## src/rtl/spc_pkg.sv

```systemverilog
// -----------------------------------------------------------------------------
// spc_pkg
// Shared sizes, FSM state encoding and request struct for the SPC
// (subroutine return) stack controller.
// -----------------------------------------------------------------------------
package spc_pkg;

   localparam int SPC_WIDTH      = 19;
   localparam int SPC_DEPTH_LOG2 = 5;

   typedef enum logic [2:0] {
      IDLE    = 3'd0,
      WSETUP  = 3'd1,
      WSTROBE = 3'd2,
      WHOLD   = 3'd3,
      RDLAT   = 3'd4
   } spc_state_e;

   // Requests as seen by the controller once qualified by IDLE.
   // push and pop both set means "replace top".
   typedef struct packed {
      logic push;
      logic pop;
   } spc_req_t;

endpackage

```

## src/rtl/spc_ptr.sv

```systemverilog
// -----------------------------------------------------------------------------
// spc_ptr
// Wrapping up/down stack pointer. inc and dec together leave the pointer
// unchanged (replace-top). wrap_up / wrap_dn flag a step past either end.
// Ports:
//   clk, reset      clock, synchronous active-high reset
//   inc, dec        step requests (already qualified by the caller)
//   ptr             registered pointer
//   ptr_nxt         value ptr takes at the next edge
//   wrap_up         increment accepted at all-ones
//   wrap_dn         decrement accepted at zero
// -----------------------------------------------------------------------------
module spc_ptr
   import spc_pkg::*;
#(
   parameter int W = SPC_DEPTH_LOG2
) (
   input  logic         clk,
   input  logic         reset,
   input  logic         inc,
   input  logic         dec,
   output logic [W-1:0] ptr,
   output logic [W-1:0] ptr_nxt,
   output logic         wrap_up,
   output logic         wrap_dn
);

   always_comb begin
      ptr_nxt = ptr;
      if (inc && !dec)
         ptr_nxt = ptr + W'(1);
      else if (dec && !inc)
         ptr_nxt = ptr - W'(1);
   end

   assign wrap_up = inc && !dec && (&ptr);
   assign wrap_dn = dec && !inc && !(|ptr);

   always_ff @(posedge clk) begin
      if (reset)
         ptr <= '0;
      else
         ptr <= ptr_nxt;
   end

endmodule

```

## src/rtl/spc_stack_ctrl.sv

```systemverilog
// -----------------------------------------------------------------------------
// spc_stack_ctrl
// Pointer and strobe controller for the 32-entry SPC stack built from
// 82S21 32x2 RAMs. Top of stack is ram[ptr]; push pre-increments, pop
// post-decrements. Pushes/replaces run WSETUP -> WSTROBE -> WHOLD so WE_N is
// low for exactly one cycle with address and data stable on both sides.
// Pops load the new top through the RAM output latch in RDLAT.
// Every RAM pin and status output is a flop.
//
// Ports:
//   clk, reset            clock, synchronous active-high reset
//   push, pop, wdata      requests from the microsequencer (ignored when busy)
//   ram_d                 RAM bank read data
//   ram_a, ram_i          RAM address / write data
//   ram_we_n, ram_latch_n RAM write strobe / output latch (low = hold)
//   ram_ce                RAM chip enable
//   top, ptr              registered top-of-stack and stack pointer
//   busy                  sequence in progress
//   ovf, unf              sticky wrap flags
//
// Build option: define SPC_OVF_TRAP_EN to enable the sticky ovf/unf flags;
// without it both outputs are constant 0.
// -----------------------------------------------------------------------------
module spc_stack_ctrl
   import spc_pkg::*;
#(
   parameter int WIDTH      = SPC_WIDTH,
   parameter int DEPTH_LOG2 = SPC_DEPTH_LOG2
) (
   input  logic                  clk,
   input  logic                  reset,
   input  logic                  push,
   input  logic                  pop,
   input  logic [WIDTH-1:0]      wdata,
   input  logic [WIDTH-1:0]      ram_d,
   output logic [DEPTH_LOG2-1:0] ram_a,
   output logic [WIDTH-1:0]      ram_i,
   output logic                  ram_we_n,
   output logic                  ram_latch_n,
   output logic                  ram_ce,
   output logic [WIDTH-1:0]      top,
   output logic [DEPTH_LOG2-1:0] ptr,
   output logic                  busy,
   output logic                  ovf,
   output logic                  unf
);

   spc_state_e            state, state_nxt;
   spc_req_t              req;
   logic [DEPTH_LOG2-1:0] ptr_nxt;
   logic                  wrap_up, wrap_dn;

   logic [DEPTH_LOG2-1:0] a_nxt;
   logic [WIDTH-1:0]      i_nxt, top_nxt;
   logic                  we_n_nxt, latch_n_nxt;

   always_comb begin
      req.push = (state == IDLE) && push;
      req.pop  = (state == IDLE) && pop;
   end

   // Push and pop together cancel in the pointer: replace-top.
   spc_ptr #(.W(DEPTH_LOG2)) u_ptr (
      .clk     (clk),
      .reset   (reset),
      .inc     (req.push),
      .dec     (req.pop),
      .ptr     (ptr),
      .ptr_nxt (ptr_nxt),
      .wrap_up (wrap_up),
      .wrap_dn (wrap_dn)
   );

   // ---- state register ----
   always_ff @(posedge clk) begin
      if (reset)
         state <= IDLE;
      else
         state <= state_nxt;
   end

   // ---- next state ----
   always_comb begin
      state_nxt = state;
      case (state)
         IDLE:    if (req.push)     state_nxt = WSETUP;
                  else if (req.pop) state_nxt = RDLAT;
         WSETUP:  state_nxt = WSTROBE;
         WSTROBE: state_nxt = WHOLD;
         WHOLD:   state_nxt = IDLE;
         RDLAT:   state_nxt = IDLE;
         default: state_nxt = IDLE;
      endcase
   end

   // ---- outputs: next values of the pin registers ----
   always_comb begin
      a_nxt       = ram_a;
      i_nxt       = ram_i;
      top_nxt     = top;
      we_n_nxt    = 1'b1;
      latch_n_nxt = 1'b0;
      case (state)
         IDLE: begin
            if (req.push) begin
               // ptr_nxt is ptr+1 for a push, ptr for a replace.
               a_nxt   = ptr_nxt;
               i_nxt   = wdata;
               top_nxt = wdata;           // bypass, RAM catches up later
            end else if (req.pop) begin
               a_nxt       = ptr_nxt;
               latch_n_nxt = 1'b1;        // let the new top flow through
            end
         end
         WSETUP:  we_n_nxt = 1'b0;        // strobe low while in WSTROBE
         RDLAT:   top_nxt  = ram_d;
         default: ;
      endcase
   end

   always_ff @(posedge clk) begin
      if (reset) begin
         ram_a       <= '0;
         ram_i       <= '0;
         ram_we_n    <= 1'b1;
         ram_latch_n <= 1'b1;
         ram_ce      <= 1'b0;
         top         <= '0;
         busy        <= 1'b0;
      end else begin
         ram_a       <= a_nxt;
         ram_i       <= i_nxt;
         ram_we_n    <= we_n_nxt;
         ram_latch_n <= latch_n_nxt;
         ram_ce      <= 1'b1;
         top         <= top_nxt;
         busy        <= (state_nxt != IDLE);
      end
   end

`ifdef SPC_OVF_TRAP_EN
   // Sticky; the pointer itself still wraps.
   always_ff @(posedge clk) begin
      if (reset) begin
         ovf <= 1'b0;
         unf <= 1'b0;
      end else begin
         if (wrap_up) ovf <= 1'b1;
         if (wrap_dn) unf <= 1'b1;
      end
   end
`else
   logic unused_wrap;
   assign unused_wrap = wrap_up ^ wrap_dn;
   assign ovf = 1'b0;
   assign unf = 1'b0;
`endif

endmodule

```

## config.mk

```make
export PLATFORM = sky130hd
export DESIGN_NAME = spc_stack_ctrl
export DESIGN_NICKNAME = d
export VERILOG_FILES = /design/src/rtl/spc_pkg.sv /design/src/rtl/spc_ptr.sv /design/src/rtl/spc_stack_ctrl.sv
export SDC_FILE = /design/constraint.sdc
export NUM_CORES = 1
export LEC_CHECK = 0
export ABC_AREA = 1
export BUFFER_PORTS_ARGS = -buffer_cell sky130_fd_sc_hd__clkbuf_2
export CAP_MARGIN = 20
export CORE_MARGIN = 5
export CORE_UTILIZATION = 37
export DETAILED_ROUTE_END_ITERATION = 8
export GPL_ROUTABILITY_DRIVEN = 0
export PLACE_DENSITY = 0.68
export SLEW_MARGIN = 20
export SYNTH_ARGS = -nofsm -noshare
export SYNTH_HDL_FRONTEND = slang
export SYNTH_SLANG_ARGS = --single-unit
```

## constraint.sdc

```tcl
create_clock -name clk -period 1.5 [get_ports clk]
set_input_delay 0.3 -clock clk [delete_from_list [all_inputs] [get_ports clk]]
set_output_delay 0.3 -clock clk [all_outputs]
set_load 0.02 [all_outputs]
```

# Word level (Yosys, flattened, before mapping)
# Index checks and enable logic that the tools add are counted.
# totals
reg_bits	55
input_bits	42
wordCells	42
# classes
n_mux	14
add_sub_neg	2
reduce_logical	13
eq_ne	4
# ops
operator	count
19-bit one-hot mux with 2 select lines	1
5-bit two-way mux	4
19-bit two-way mux	1
3-bit one-hot mux with 3 select lines	1
3-bit two-way mux	2
2-bit AND reduction	3
5-bit by 1-bit adder with 5-bit output, second input constant	1
1-bit two-way mux	5
5-bit by 1-bit subtractor with 5-bit output, second input constant	1
1-bit logical AND	4
2-bit nonzero test	2
3-bit by 1-bit equality test with 1-bit output, second input constant	1
3-bit by 2-bit equality test with 1-bit output, second input constant	1
3-bit equality test, second input constant	1
3-bit zero test	1
3-bit nonzero test	1
1-bit zero test	2
2-bit by 1-bit inequality test with 1-bit output, second input constant	1

# Longest topological paths before layout
# depth
ltp_word	8
ltp_mapped	11

# Hierarchy
# A second synthesis with hierarchy kept.
# unflattened
hier_cells	329
hier_area_um2	2452.4
# by_module_without_submodules
mod	seq_area_each_um2	area_each_um2	cells_each	instances
spc_stack_ctrl	1001.0	2073.2	270	1
spc_ptr	100.1	379.1	59	1

# Least setup slack after synthesis
# Ideal clock, no wire load.
# synth_path
kind	register to register
startpoint	register u_ptr.ptr[0]
endpoint	register ram_a[2]
synth_period_minus_slack_ns	1.385
arrival_ns	1.329
stages_incl_launch_ff	9
required_time_ns	1.444
slack_ns	0.115
cell_sequence	dfxtp_1 > inv_1 > ha_1 > xnor2_1 > o21ai_0 > nand2_1 > nand3_1 > nand2_1 > inv_1
# synth_via
elab_chain_cells	5
elab_cells_between_ends	6
cone_classes	add/sub (2); mux (4)
# synth_rtl
item	line	source
start, declared	spc_ptr.sv:22	output logic [W-1:0] ptr,
start signal, assigned	spc_ptr.sv:43	ptr <= ptr_nxt;
5-bit by 1-bit subtractor with 5-bit output	spc_ptr.sv:33	ptr_nxt = ptr - W'(1);
5-bit two-way mux	spc_ptr.sv:32	else if (dec && !inc)
5-bit two-way mux (*)	spc_ptr.sv:30	if (inc && !dec)
5-bit two-way mux	spc_stack_ctrl.sv:110	end else if (req.pop) begin
5-bit two-way mux (*)	spc_stack_ctrl.sv:105	if (req.push) begin
end signal, assigned	spc_stack_ctrl.sv:131	ram_a <= a_nxt;
end, declared	spc_stack_ctrl.sv:36	output logic [DEPTH_LOG2-1:0] ram_a,
# Every way passes the cells marked *; elsewhere a longest branch is shown, timed or not. The select of a mux whose other input is x is not followed.
# A chain may end at the register's enable or synchronous reset.

# Worst setup path in the final report
# layout_path
startpoint	register state[1]
endpoint	register ram_a[1]
# layout_via
elab_chain_cells	8
elab_cells_between_ends	13
cone_classes	mux (4); reduce/logical (9)
# layout_rtl
item	line	source
start, declared	spc_stack_ctrl.sv:48	spc_state_e state, state_nxt;
start signal, assigned	spc_stack_ctrl.sv:79	state <= state_nxt;
3-bit zero test (*)	spc_stack_ctrl.sv:58, spc_stack_ctrl.sv:59, spc_stack_ctrl.sv:103	
1-bit logical AND	spc_stack_ctrl.sv:58	req.push = (state == IDLE) && push;
1-bit zero test	spc_ptr.sv:32	
1-bit logical AND	spc_ptr.sv:32	
5-bit two-way mux	spc_ptr.sv:32	
5-bit two-way mux	spc_ptr.sv:30	
5-bit two-way mux	spc_stack_ctrl.sv:110	
5-bit two-way mux	spc_stack_ctrl.sv:105	
# Marked as above.

==> flow_metrics.env <==
export IMPL_outcome="completed"
export IMPL_synthTopCellsByArea="dfxtp_1 (48%), nand2_1 (20%), nand3_1 (7.2%), inv_1 (6.0%), a21oi_1 (5.7%)"
export IMPL_critPathKind="reg -> reg"
export IMPL_rr_startpoint="state[1]"
export IMPL_async_flop_share_pct=0
export IMPL_min_delay_start="wdata[15]"
export IMPL_setup_tns_ns=0
export IMPL_grt_max_degree=29
export IMPL_r2r_end="ram_a[1]"
export IMPL_final_max_slew_violation_count=0
export IMPL_yosys_area_top_type_share_pct=47.9
export IMPL_layout_area_overhead_vs_synth_pct=29.2
export IMPL_dr_total_vias=2271
export IMPL_grt_pass1_vias=2013
export IMPL_cp_start_kind="flop"
export IMPL_path_max_fanout=3
export IMPL_cpMaxStageDelayCell="dfxtp_1"
export IMPL_timing_hold_worst_endpoint="ram_i[15]"
export IMPL_cts_buffer_depth=2
export IMPL_synth_area_leader_cell="dfxtp_1"
export IMPL_clkLatencyLatePin_ns=0.30
export IMPL_start_util_pct=38.4
export IMPL_ys_types=26
export IMPL_synth_ff_type="dfxtp_1"
export IMPL_viasPerCell=4.59
export IMPL_hold_path_class="in -> reg"
export IMPL_cts_htree_levels=2
export IMPL_hold_viol=0
export IMPL_grt_pass1_wl_um=9230
export IMPL_nets=463
export IMPL_ctsRootBufferMaster="clkbuf_8"
export IMPL_max_freq_mhz=739
export IMPL_worst_path_most_repeated_cell="nand3_1"
export IMPL_critPathBufInv=1
export IMPL_netlist_instances=320
export IMPL_rsz0062_at_grt="false"
export IMPL_drc=0
export IMPL_finalClockSkew_ns=0.0113
export IMPL_synthTopCellsByCount="nand2_1 (125), dfxtp_1 (55), inv_1 (37)"
export IMPL_cts_resized=0
export IMPL_grt_overflow=0
export IMPL_stdcell_count=495
export IMPL_n_antenna_cell=0
export IMPL_drive_above_1_share_pct=29.8
export IMPL_syn_area_um2=2300
export IMPL_rows=28
export IMPL_dp_cells=487
export IMPL_worstPathArrival_ns=1.57
export IMPL_ant_nets=0
export IMPL_yosysMostFrequentCell="nand2_1"
export IMPL_hpwl_um=4460
export IMPL_critPathTopFamily="simple AND/OR/NAND/NOR gates"
export IMPL_hold_path_cell_count=3
export IMPL_cts_setup_buffers=0
export IMPL_power_density_nw_per_um2=1180
export IMPL_numCtsBuffers=5
export IMPL_drt_iter0_drc=62
export IMPL_synth_edff_count=0
export IMPL_tritoncts="done"
export IMPL_cts_hold_fix_buffers=0
export IMPL_min_period_over_period_pct=90.2
export IMPL_setup_reg_to_reg_worst_slack_ns=0.15
export IMPL_p_leak_nw=1.66
export IMPL_yosys_warnings=0
export IMPL_ys_ff_latch=55
export IMPL_die_y_um=88.9
export IMPL_ios=96
export IMPL_fin_crit_ns=1.35
export IMPL_io_buffers=93
export IMPL_critPathMaxStageDelay_ns=0.35
export IMPL_path_cells="nor2_4, nand3_1, nor2_1, nand2_1, nand3_1, nand3_1, nand2_1, inv_1"
export IMPL_clk_pin_slew_ns=0.10
export IMPL_first_pass_iters=4
export IMPL_r2r_cells=8
export IMPL_wl_per_cell_um=12.0
export IMPL_cp_end_kind="flop"
export IMPL_totalWireLength_um=5940
export IMPL_grt_usage_pct=15.1
export IMPL_core_um2=5990
export IMPL_antenna_found_initial=0
export IMPL_die_w_um=88.9
export IMPL_finalSetupViolCount=0
export IMPL_irDropWorstVdd_mv=0.536
export IMPL_dieArea_um2=7900
export IMPL_cts_sinks=55
export IMPL_yosysSeqAreaShare_pct=47.9
export IMPL_avgSynthCellArea_um2=7.19
export IMPL_drv_cap=0
export IMPL_cp_required_ns=1.72
[layout make-up]
type	count	area, um^2
clock inverter	2	12.5
clock buffer	6	72.6
sequential	55	1100
tap	75	93.8
multi-input combinational	212	968
timing repair buffer	106	576
inverter	39	146
fill	623	3020
[cell usage in the layout, fill, tap and decap left out]
| cell | netlist | layout |
|---|---|---|
| dfxtp_2 | 0 | 2 |
| xor2_1 | 3 | 3 |
| inv_1 | 37 | 36 |
| nand3_1 | 33 | 33 |
| a21oi_1 | 26 | 26 |
| clkbuf_2 | 0 | 93 |
| conb_1 | 1 | 2 |
| clkinv_2 | 0 | 1 |
| buf_12 | 0 | 1 |
| inv_2 | 1 | 2 |
| or2_2 | 1 | 1 |
| nand3_2 | 1 | 1 |
| clkinv_1 | 1 | 1 |
| nor3_1 | 1 | 1 |
| nor3_4 | 1 | 1 |
| nand2_1 | 125 | 124 |
| o21ai_1 | 0 | 1 |
| nor2_1 | 5 | 5 |
| xnor2_1 | 1 | 1 |
| clkbuf_1 | 4 | 1 |
| buf_4 | 4 | 12 |
| clkinvlp_4 | 0 | 1 |
| nand4_2 | 1 | 1 |
| dfxtp_1 | 55 | 53 |
| nand4_1 | 1 | 1 |
| o21ai_0 | 6 | 5 |
| ha_1 | 2 | 2 |
| nand2_2 | 1 | 2 |
| nor2_4 | 2 | 2 |
| clkbuf_8 | 0 | 5 |
[worst min-delay path: stages]
cell and delay (ns):
clkbuf_2 0.08, nand2_1 0.07, a21oi_1 0.06
[metrics by stage]
stage,util (%),cell area (um^2),power [W],hold WS [ns],setup WS [ns]
floorplan,-,2300,0.00240,0.465,0.115
global placement,48.1,2880,0.00273,0.453,0.180
detailed placement,48.1,2880,0.00275,0.455,0.125
CTS,49.5,2970,0.00355,0.233,0.110
global route,49.6,2970,0.00374,0.239,0.0148
finish,49.6,2970,0.00351,0.242,0.146
[report_power, final]
part / leakage, nW / internal, W / switching, W / total (W)
logic: 1.16 / 0.000369 / 0.000634 / 0.00100
clock network: 0.0412 / 0.000328 / 0.000468 / 0.000795
registers: 0.453 / 0.00161 / 0.0000941 / 0.00171
total: 1.66 / 0.00231 / 0.00120 / 0.00351
[sequential cells by signal, summed over array words and instances (netlist names)]
register,flops
top,19
ram_a,5
ram_i,19
busy,1
ram_latch_n,1
ram_we_n,1
ram_ce,1
u_ptr.ptr,5
state,3
[metal layers]
layer	share of wire, %	vias up	global-route usage (%)
met5	0	-	0
met4	1.1	0	4.12
met3	6.9	7	3.82
met2	48	75	25.8
met1	44	1007	18.8
li1	-	1182	-
[worst max path at each step]
stage / from / end / cells after the start
detailed placement: state[1] / ram_a[1] / 9
floorplan: u_ptr.ptr[0] / ram_a[2] / 8
global route: state[2] / top[11] / 9
CTS: state[1] / ram_a[2] / 9
global placement: u_ptr.ptr[0] / ram_a[2] / 8
finish: state[1] / ram_a[1] / 8
[logic make-up (layout without fill, tap and decap cells)]
logic type | after synthesis | in the layout | synth area share (%)
compound gates | 32 | 32 | 6.96
buf+inv | 54 | 153 | 10.3
xor+xnor | 4 | 4 | 1.52
fa+ha+maj | 2 | 2 | 1.09
other cells | 1 | 2 | 0.163
flops | 55 | 55 | 47.9
simple gates | 172 | 172 | 32.1
(Power assumes the default switching activity.)
